<file path="config.mk">
export PLATFORM = sky130hd
export DESIGN_NAME = deadtime_gen
export DESIGN_NICKNAME = d
export VERILOG_FILES = /design/src/rtl/deadtime_gen.sv
export SDC_FILE = /design/constraint.sdc
export NUM_CORES = 1
export LEC_CHECK = 0
export BUFFER_PORTS_ARGS = -buffer_cell sky130_fd_sc_hd__buf_2
export CAP_MARGIN = 5
export CORE_AREA = 2 2 55 83
export DETAILED_ROUTE_END_ITERATION = 8
export DIE_AREA = 0 0 57 85
export GPL_TIMING_DRIVEN = 1
export PLACE_DENSITY = 0.8
export SETUP_SLACK_MARGIN = 0.15
export SYNTH_ARGS = -nofsm -noshare
export SYNTH_HDL_FRONTEND = slang
export SYNTH_SLANG_ARGS = --single-unit
</file>
<file path="constraint.sdc">
create_clock -name clk -period 2.55 [get_ports clk]
set_input_delay 0.3825 -clock clk [delete_from_list [all_inputs] [get_ports clk]]
set_output_delay 0.3825 -clock clk [all_outputs]
set_load 0.05 [all_outputs]
</file>
<file path="src/rtl/deadtime_gen.sv">
// ============================================================================
//  Module      : deadtime_gen
//  Description : Multi-phase dead-time inserter for a half-bridge power stage.
//                Any change on a phase's gate requests forces that phase low
//                for a programmable dead window of dt_cycles+1 clocks. A
//                shoot-through request sets a sticky fault that forces every
//                phase low until it is cleared.
//  Revision    : 1.0 - initial multi-phase release
// ============================================================================
`default_nettype none

module deadtime_gen #(
  parameter int NUM_PH = 3,
  parameter int DT_W   = 8
) (
  input  logic              clk,
  input  logic              rst_n,
  input  logic              en,
  input  logic [DT_W-1:0]   dt_cycles,
  input  logic [NUM_PH-1:0] high_in,
  input  logic [NUM_PH-1:0] low_in,
  input  logic              fault_clr,
  output logic [NUM_PH-1:0] high_out,
  output logic [NUM_PH-1:0] low_out,
  output logic [NUM_PH-1:0] dt_active,
  output logic              fault
);

  typedef enum logic [0:0] {
    ST_DEAD  = 1'b0,
    ST_DRIVE = 1'b1
  } state_t;

  logic any_illegal;
  logic force_dead;
  logic fault_q;
  logic fault_d;

  // Any phase requesting both switches at once is a shoot-through request.
  assign any_illegal = |(high_in & low_in);

  // Fault sets on an enabled illegal request; it only clears on fault_clr
  // when no illegal request is present, so a simultaneous new illegal
  // request always wins over the clear.
  always_comb begin
    fault_d = fault_q;
    if (en && any_illegal) begin
      fault_d = 1'b1;
    end else if (fault_clr && !any_illegal) begin
      fault_d = 1'b0;
    end
  end

  // Using the next fault value lets the setting edge also blank the outputs,
  // so both switches of a phase can never be driven together.
  assign force_dead = fault_d | ~en;

  // Sticky fault register.
  always_ff @(posedge clk or negedge rst_n) begin
    if (!rst_n) begin
      fault_q <= 1'b0;
    end else begin
      fault_q <= fault_d;
    end
  end

  assign fault = fault_q;

  for (genvar i = 0; i < NUM_PH; i++) begin : g_phase
    state_t          state_q, state_d;
    logic [DT_W-1:0] cnt_q, cnt_d;
    logic            hi_q, hi_d;
    logic            lo_q, lo_d;
    logic            prev_hi_q, prev_lo_q;
    logic            changed;

    assign changed = (high_in[i] != prev_hi_q) | (low_in[i] != prev_lo_q);

    // Next-state: forced dead, restart on change, count out the window,
    // then follow the requests while driving.
    always_comb begin
      state_d = state_q;
      cnt_d   = cnt_q;
      hi_d    = 1'b0;
      lo_d    = 1'b0;
      if (force_dead || changed) begin
        state_d = ST_DEAD;
        cnt_d   = '0;
      end else if (state_q == ST_DEAD) begin
        // The >= compare ends the window at once if dt_cycles is lowered
        // below the running count, so the counter never wraps.
        if (cnt_q < dt_cycles) begin
          cnt_d = cnt_q + DT_W'(1);
        end else begin
          state_d = ST_DRIVE;
          hi_d    = high_in[i];
          lo_d    = low_in[i];
        end
      end else begin
        hi_d = high_in[i];
        lo_d = low_in[i];
      end
    end

    // Phase state, counter, output and input-history registers.
    always_ff @(posedge clk or negedge rst_n) begin
      if (!rst_n) begin
        state_q   <= ST_DEAD;
        cnt_q     <= '0;
        hi_q      <= 1'b0;
        lo_q      <= 1'b0;
        prev_hi_q <= 1'b0;
        prev_lo_q <= 1'b0;
      end else begin
        state_q   <= state_d;
        cnt_q     <= cnt_d;
        hi_q      <= hi_d;
        lo_q      <= lo_d;
        prev_hi_q <= high_in[i];
        prev_lo_q <= low_in[i];
      end
    end

    assign high_out[i]  = hi_q;
    assign low_out[i]   = lo_q;
    assign dt_active[i] = (state_q == ST_DEAD);
  end

endmodule

`default_nettype wire

</file>
# [Word-level counts from Yosys, hierarchy flattened]
# Cells that the tools add are included.
# W data, S select, Z words.
[op_classes] n_addsub=3 magnitude_cmp=3 n_eq_ne=9 n_mux=38 n_bitwise=9 n_reduce_logical=13
[op_table] operator="$mux W8" count=9
[op_table] operator="$mux W1" count=29
[op_table] operator="$add A8 B1 Y8 const B" count=3
[op_table] operator="$lt A8 B8 Y1" count=3
[op_table] operator="$ne A1 B1 Y1" count=6
[op_table] operator="$ne A2 B1 Y1 const B" count=3
[op_table] operator="$reduce_and A2 Y1" count=3
[op_table] operator="$reduce_bool A2 Y1" count=3
[op_table] operator="$not A1 Y1" count=4
[op_table] operator="$or A1 B1 Y1" count=4
[op_table] operator="$and A3 B3 Y3" count=1
[op_table] operator="$logic_or A1 B1 Y1" count=3
[op_table] operator="$reduce_or A3 Y1" count=1
[op_table] operator="$logic_and A1 B1 Y1" count=2
[op_table] operator="$logic_not A1 Y1" count=1
[word_totals] reg_bits=40 in_bits=18 out_inout_bits=10 word_cells=94

# [Depth between registers and ports, before layout]
[depth] depth_word=10 ltp_mapped=8 mapped_depth_nobuf=7

# [Least setup slack after synthesis]
# Ideal clock, no wire load.
[synth_timing] path_kind="input -> register" startpoint="in dt_cycles[3]" endpoint="reg g_phase[1].cnt_q[7]" setup_ps=77 arrival_ps=2174 required_time_ps=2473 path_slack_ps=299 stages=7 path_cell_list="inv_1 -> ha_1 -> a211oi_2 -> o21ai_1 -> a2111o_1 -> or4_1 -> a21oi_1"
[synth_between] elab_chain_cells=3
[synth_rtl] element="start, declared" line="19" rtl="input logic [DT_W-1:0] dt_cycles,"
[synth_rtl] element="$lt A8 B8 Y1" line="92" rtl="if (cnt_q < dt_cycles) begin"
[synth_rtl] element="$reduce_bool A2 Y1 (no line)"
[synth_rtl] element="$reduce_and A2 Y1 (no line)"
[synth_rtl] element="end signal, assigned" line="116" rtl="cnt_q <= cnt_d;"
[synth_rtl] element="end, declared" line="71" rtl="logic [DT_W-1:0] cnt_q, cnt_d;"
# Every way passes these cells.
# A chain may end at the register's enable or synchronous reset.

# [Worst setup path in the final report]
[layout_timing] startpoint="reg g_phase[1].cnt_q[4]" endpoint="reg g_phase[1].cnt_q[7]"
[layout_between] elab_chain_cells=4 word_cells_on_any_way=7 classes_between="add/sub: 1; order compare: 1; mux: 3; reduce/logical: 2"
[layout_rtl] element="$add A8 B1 Y8" line="93" rtl="cnt_d = cnt_q + DT_W'(1);"
[layout_rtl] element="$mux W8" line="92"
[layout_rtl] element="$mux W8" line="89" rtl="end else if (state_q == ST_DEAD) begin"
[layout_rtl] element="$mux W8" line="86" rtl="if (force_dead || changed) begin"
# Several ways; a longest one is shown, not always the timed one. The select of a mux whose other input is x is not followed.

==> impl_metrics.env <==
export IMPL_worstPathArrival_ps=2470
export IMPL_final_util_pct=63.3
export IMPL_clk_path_buf_depth=2
export IMPL_drv_slew=0
export IMPL_syn_avg_cell_area_um2=9.98
export IMPL_fmax_mhz=444
export IMPL_wl_mm=4.86
export IMPL_cts_tree="yes"
export IMPL_p_clk_share_pct=36.2
export IMPL_netlist_area_um2=2340
export IMPL_status="finished clean"
export IMPL_gp_congestion=0.878
export IMPL_switchingPower_uw=285
export IMPL_syn_to_final_growth_pct=11.6
export IMPL_grt_max_degree=41
export IMPL_ys_ff_latch=40
export IMPL_maxSlewHeadroom_pct=42.9
export IMPL_cts_num_sinks=40
export IMPL_cts_made_buffers=5
export IMPL_antenna_cells=0
export IMPL_synth_area_leaders="dfrtp_1, ha_1, a21oi_1, or3_1, o21ai_0"
export IMPL_clkLatencyLatePin_ps=290
export IMPL_h_tree_depth=2
export IMPL_drtIter0Drc=39
export IMPL_finalSetupViolCount=0
export IMPL_fin_area_um2=2620
export IMPL_grt_pass1_wl_mm=8.36
export IMPL_netlist_instances=235
export IMPL_final_common_cell="dfrtp_1"
export IMPL_cts_setup_buffers=0
export IMPL_start_util_pct=56.7
export IMPL_synth_nets=277
export IMPL_fp_dieH_um=85
export IMPL_combPwrFrac_pct=8.8
export IMPL_power_density_nw_per_um2=451
export IMPL_slowest_stage="or4_1"
export IMPL_cap_violations=0
export IMPL_min_period_over_period_pct=88.2
export IMPL_hold_violations=0
export IMPL_die_w_um=57
export IMPL_cp_cell_sequence="ha_1, o2111a_1, a2111o_1, or4_1, a21oi_1"
export IMPL_ant_nets=0
export IMPL_cp_end_kind="register"
export IMPL_switching_share_pct=24.2
export IMPL_num_vias=1897
export IMPL_async_reset_ff_share_pct=100
export IMPL_antenna_found_initial=0
export IMPL_nNetsFinal=307
export IMPL_dpl_instance_area_um2=2520
export IMPL_rsz0062_at_grt="no"
export IMPL_synth_seq_area_share_pct=42.7
export IMPL_power_uw=1180
export IMPL_synthDistinctLibCells=45
export IMPL_p_seq_share_pct=55.0
export IMPL_p_int_uw=896
export IMPL_die_area_um2=4850
export IMPL_hold_class="input pin to async pin"
export IMPL_min_period_ps=2250
export IMPL_wl_per_cell_um=15.6
export IMPL_io_pins=28
export IMPL_path_max_fanout=6
export IMPL_grt_pass1_vias=1873
export IMPL_vdd_drop_max_uv=490
export IMPL_layout_common_cells="dfrtp_1, buf_2, ha_1, nor2_1, a21oi_1"
export IMPL_drive_gt1_share_pct=19.5
export IMPL_grt_overflow=0
export IMPL_clkTransAtPathRegs_ps=80
export IMPL_tightest_slew_ps=856
export IMPL_synth_flop_cell="dfrtp_1"
export IMPL_root_buffer="clkbuf_8"
export IMPL_leakage_uw=0.00130
export IMPL_drt_pass1_iterations=4
export IMPL_worstSetupPathType="register to register"
export IMPL_critPathMaxStageDelay_ps=520
export IMPL_core_area_um2=4140
export IMPL_synth_edf_count=0
export IMPL_fp_row_count=29
export IMPL_postCtsHoldBufs=0
export IMPL_gr_usage_all_layers_pct=22.1
export IMPL_avgViaCountPerCell=6.08
export IMPL_drc_errors=0
export IMPL_hold_ws_ps=192
export IMPL_required_ps=2770
export IMPL_port_buffers=27
export IMPL_synth_top_area_cell="dfrtp_1"
export IMPL_worst_setup_path_start_kind="register"
export IMPL_yosysWarnings=0
export IMPL_skew_ps=8.53
export IMPL_netlist_area_leader_share_pct=42.7
export IMPL_finalSetupTns_ps=0
export IMPL_dp_final_hpwl_mm=3.71
through the flow:
step	cells	setup slack (ps)
3_5_place_dp	304	154
4_1_cts	312	279
3_3_place_gp	304	205
5_1_grt	312	184
2_1_floorplan	235	299
6_report	312	300
timing repair:
item,4_1_cts,5_1_grt
endpoints found under the hold margin,0,0
gates resized for setup,0,1
setup endpoints to repair,0,4
flip-flops by register name, indices dropped and copies added (netlist names):
| name | count |
|---|---|
| fault | 1 |
| g_phase.cnt_q | 24 |
| g_phase.hi_q | 3 |
| g_phase.lo_q | 3 |
| g_phase.prev_hi_q | 3 |
| g_phase.prev_lo_q | 3 |
| g_phase.state_q | 3 |
final timing paths:
path                       slack [ps]  cells past startpoint                    to                start
max                               300                      5   g_phase[1].cnt_q[7]  g_phase[1].cnt_q[4]
min                               190                      1       g_phase[0].hi_q                rst_n
max reg2reg                       300                      5   g_phase[1].cnt_q[7]  g_phase[1].cnt_q[4]
min reg2reg                       560                      2   g_phase[1].cnt_q[7]  g_phase[1].cnt_q[7]
max in group asynchronous        1810                      1   g_phase[1].cnt_q[2]                rst_n
min in group clk                  240                      1  g_phase[0].prev_hi_q           high_in[0]
per-layer routing:
layer  routed length (um)  track usage (%)
met3                  170             3.05
met1                 1960             26.7
met4                  142             9.94
met5                    0                0
met2                 2590             38.5
area by class of cell:
cell class | count | area (um^2)
fill | 355 | 1520
multi-input combinational | 170 | 1230
sequential | 40 | 1000
timing repair buffer | 34 | 188
clock buffer | 6 | 82.6
tap | 46 | 57.6
inverter | 14 | 52.6
clock inverter | 2 | 10.0
kinds of logic after synthesis:
logic type      count (synthesis)  share of synthesized area (%)
flops                          40                           42.7
mux                             2                          0.854
buf+inv                        25                           5.02
xor+xnor                       10                           3.74
simple gates                   80                           19.2
fa+ha+maj                      24                           12.8
compound gates                 54                           15.7
power groups by stage:
stage / Combinational (uW) / Clock, uW / Sequential [uW]
after global routing: 118 / 457 / 651
after CTS: 106 / 436 / 650
after floorplan: 48.6 / 0 / 669
final: 104 / 427 / 650
after detailed placement: 104 / 0 / 662
after global placement: 101 / 0 / 662
critical path, delay by kind of cell, from the launching register on:
family | cells | cell delay, ps
AO/OA/AOI/OAI | 3 | 910
AND/OR/NAND/NOR | 1 | 520
flip-flops | 1 | 450
adder cells (fa/ha/maj) | 1 | 310
synthesized netlist by cell type (3+ instances only):
| cell | count |
|---|---|
| o21ai_0 | 12 |
| buf_4 | 6 |
| a21oi_1 | 15 |
| or3_1 | 10 |
| nand2_1 | 12 |
| a211o_1 | 3 |
| nand3_1 | 9 |
| ha_1 | 24 |
| xor2_1 | 5 |
| clkbuf_1 | 4 |
| and3_1 | 6 |
| inv_1 | 14 |
| xnor2_1 | 5 |
| nand2b_1 | 3 |
| and2_1 | 3 |
| o211ai_1 | 7 |
| or4_1 | 4 |
| nand4_1 | 6 |
| nor2_1 | 15 |
| dfrtp_1 | 40 |
Power figures use the tool's default switching activity.
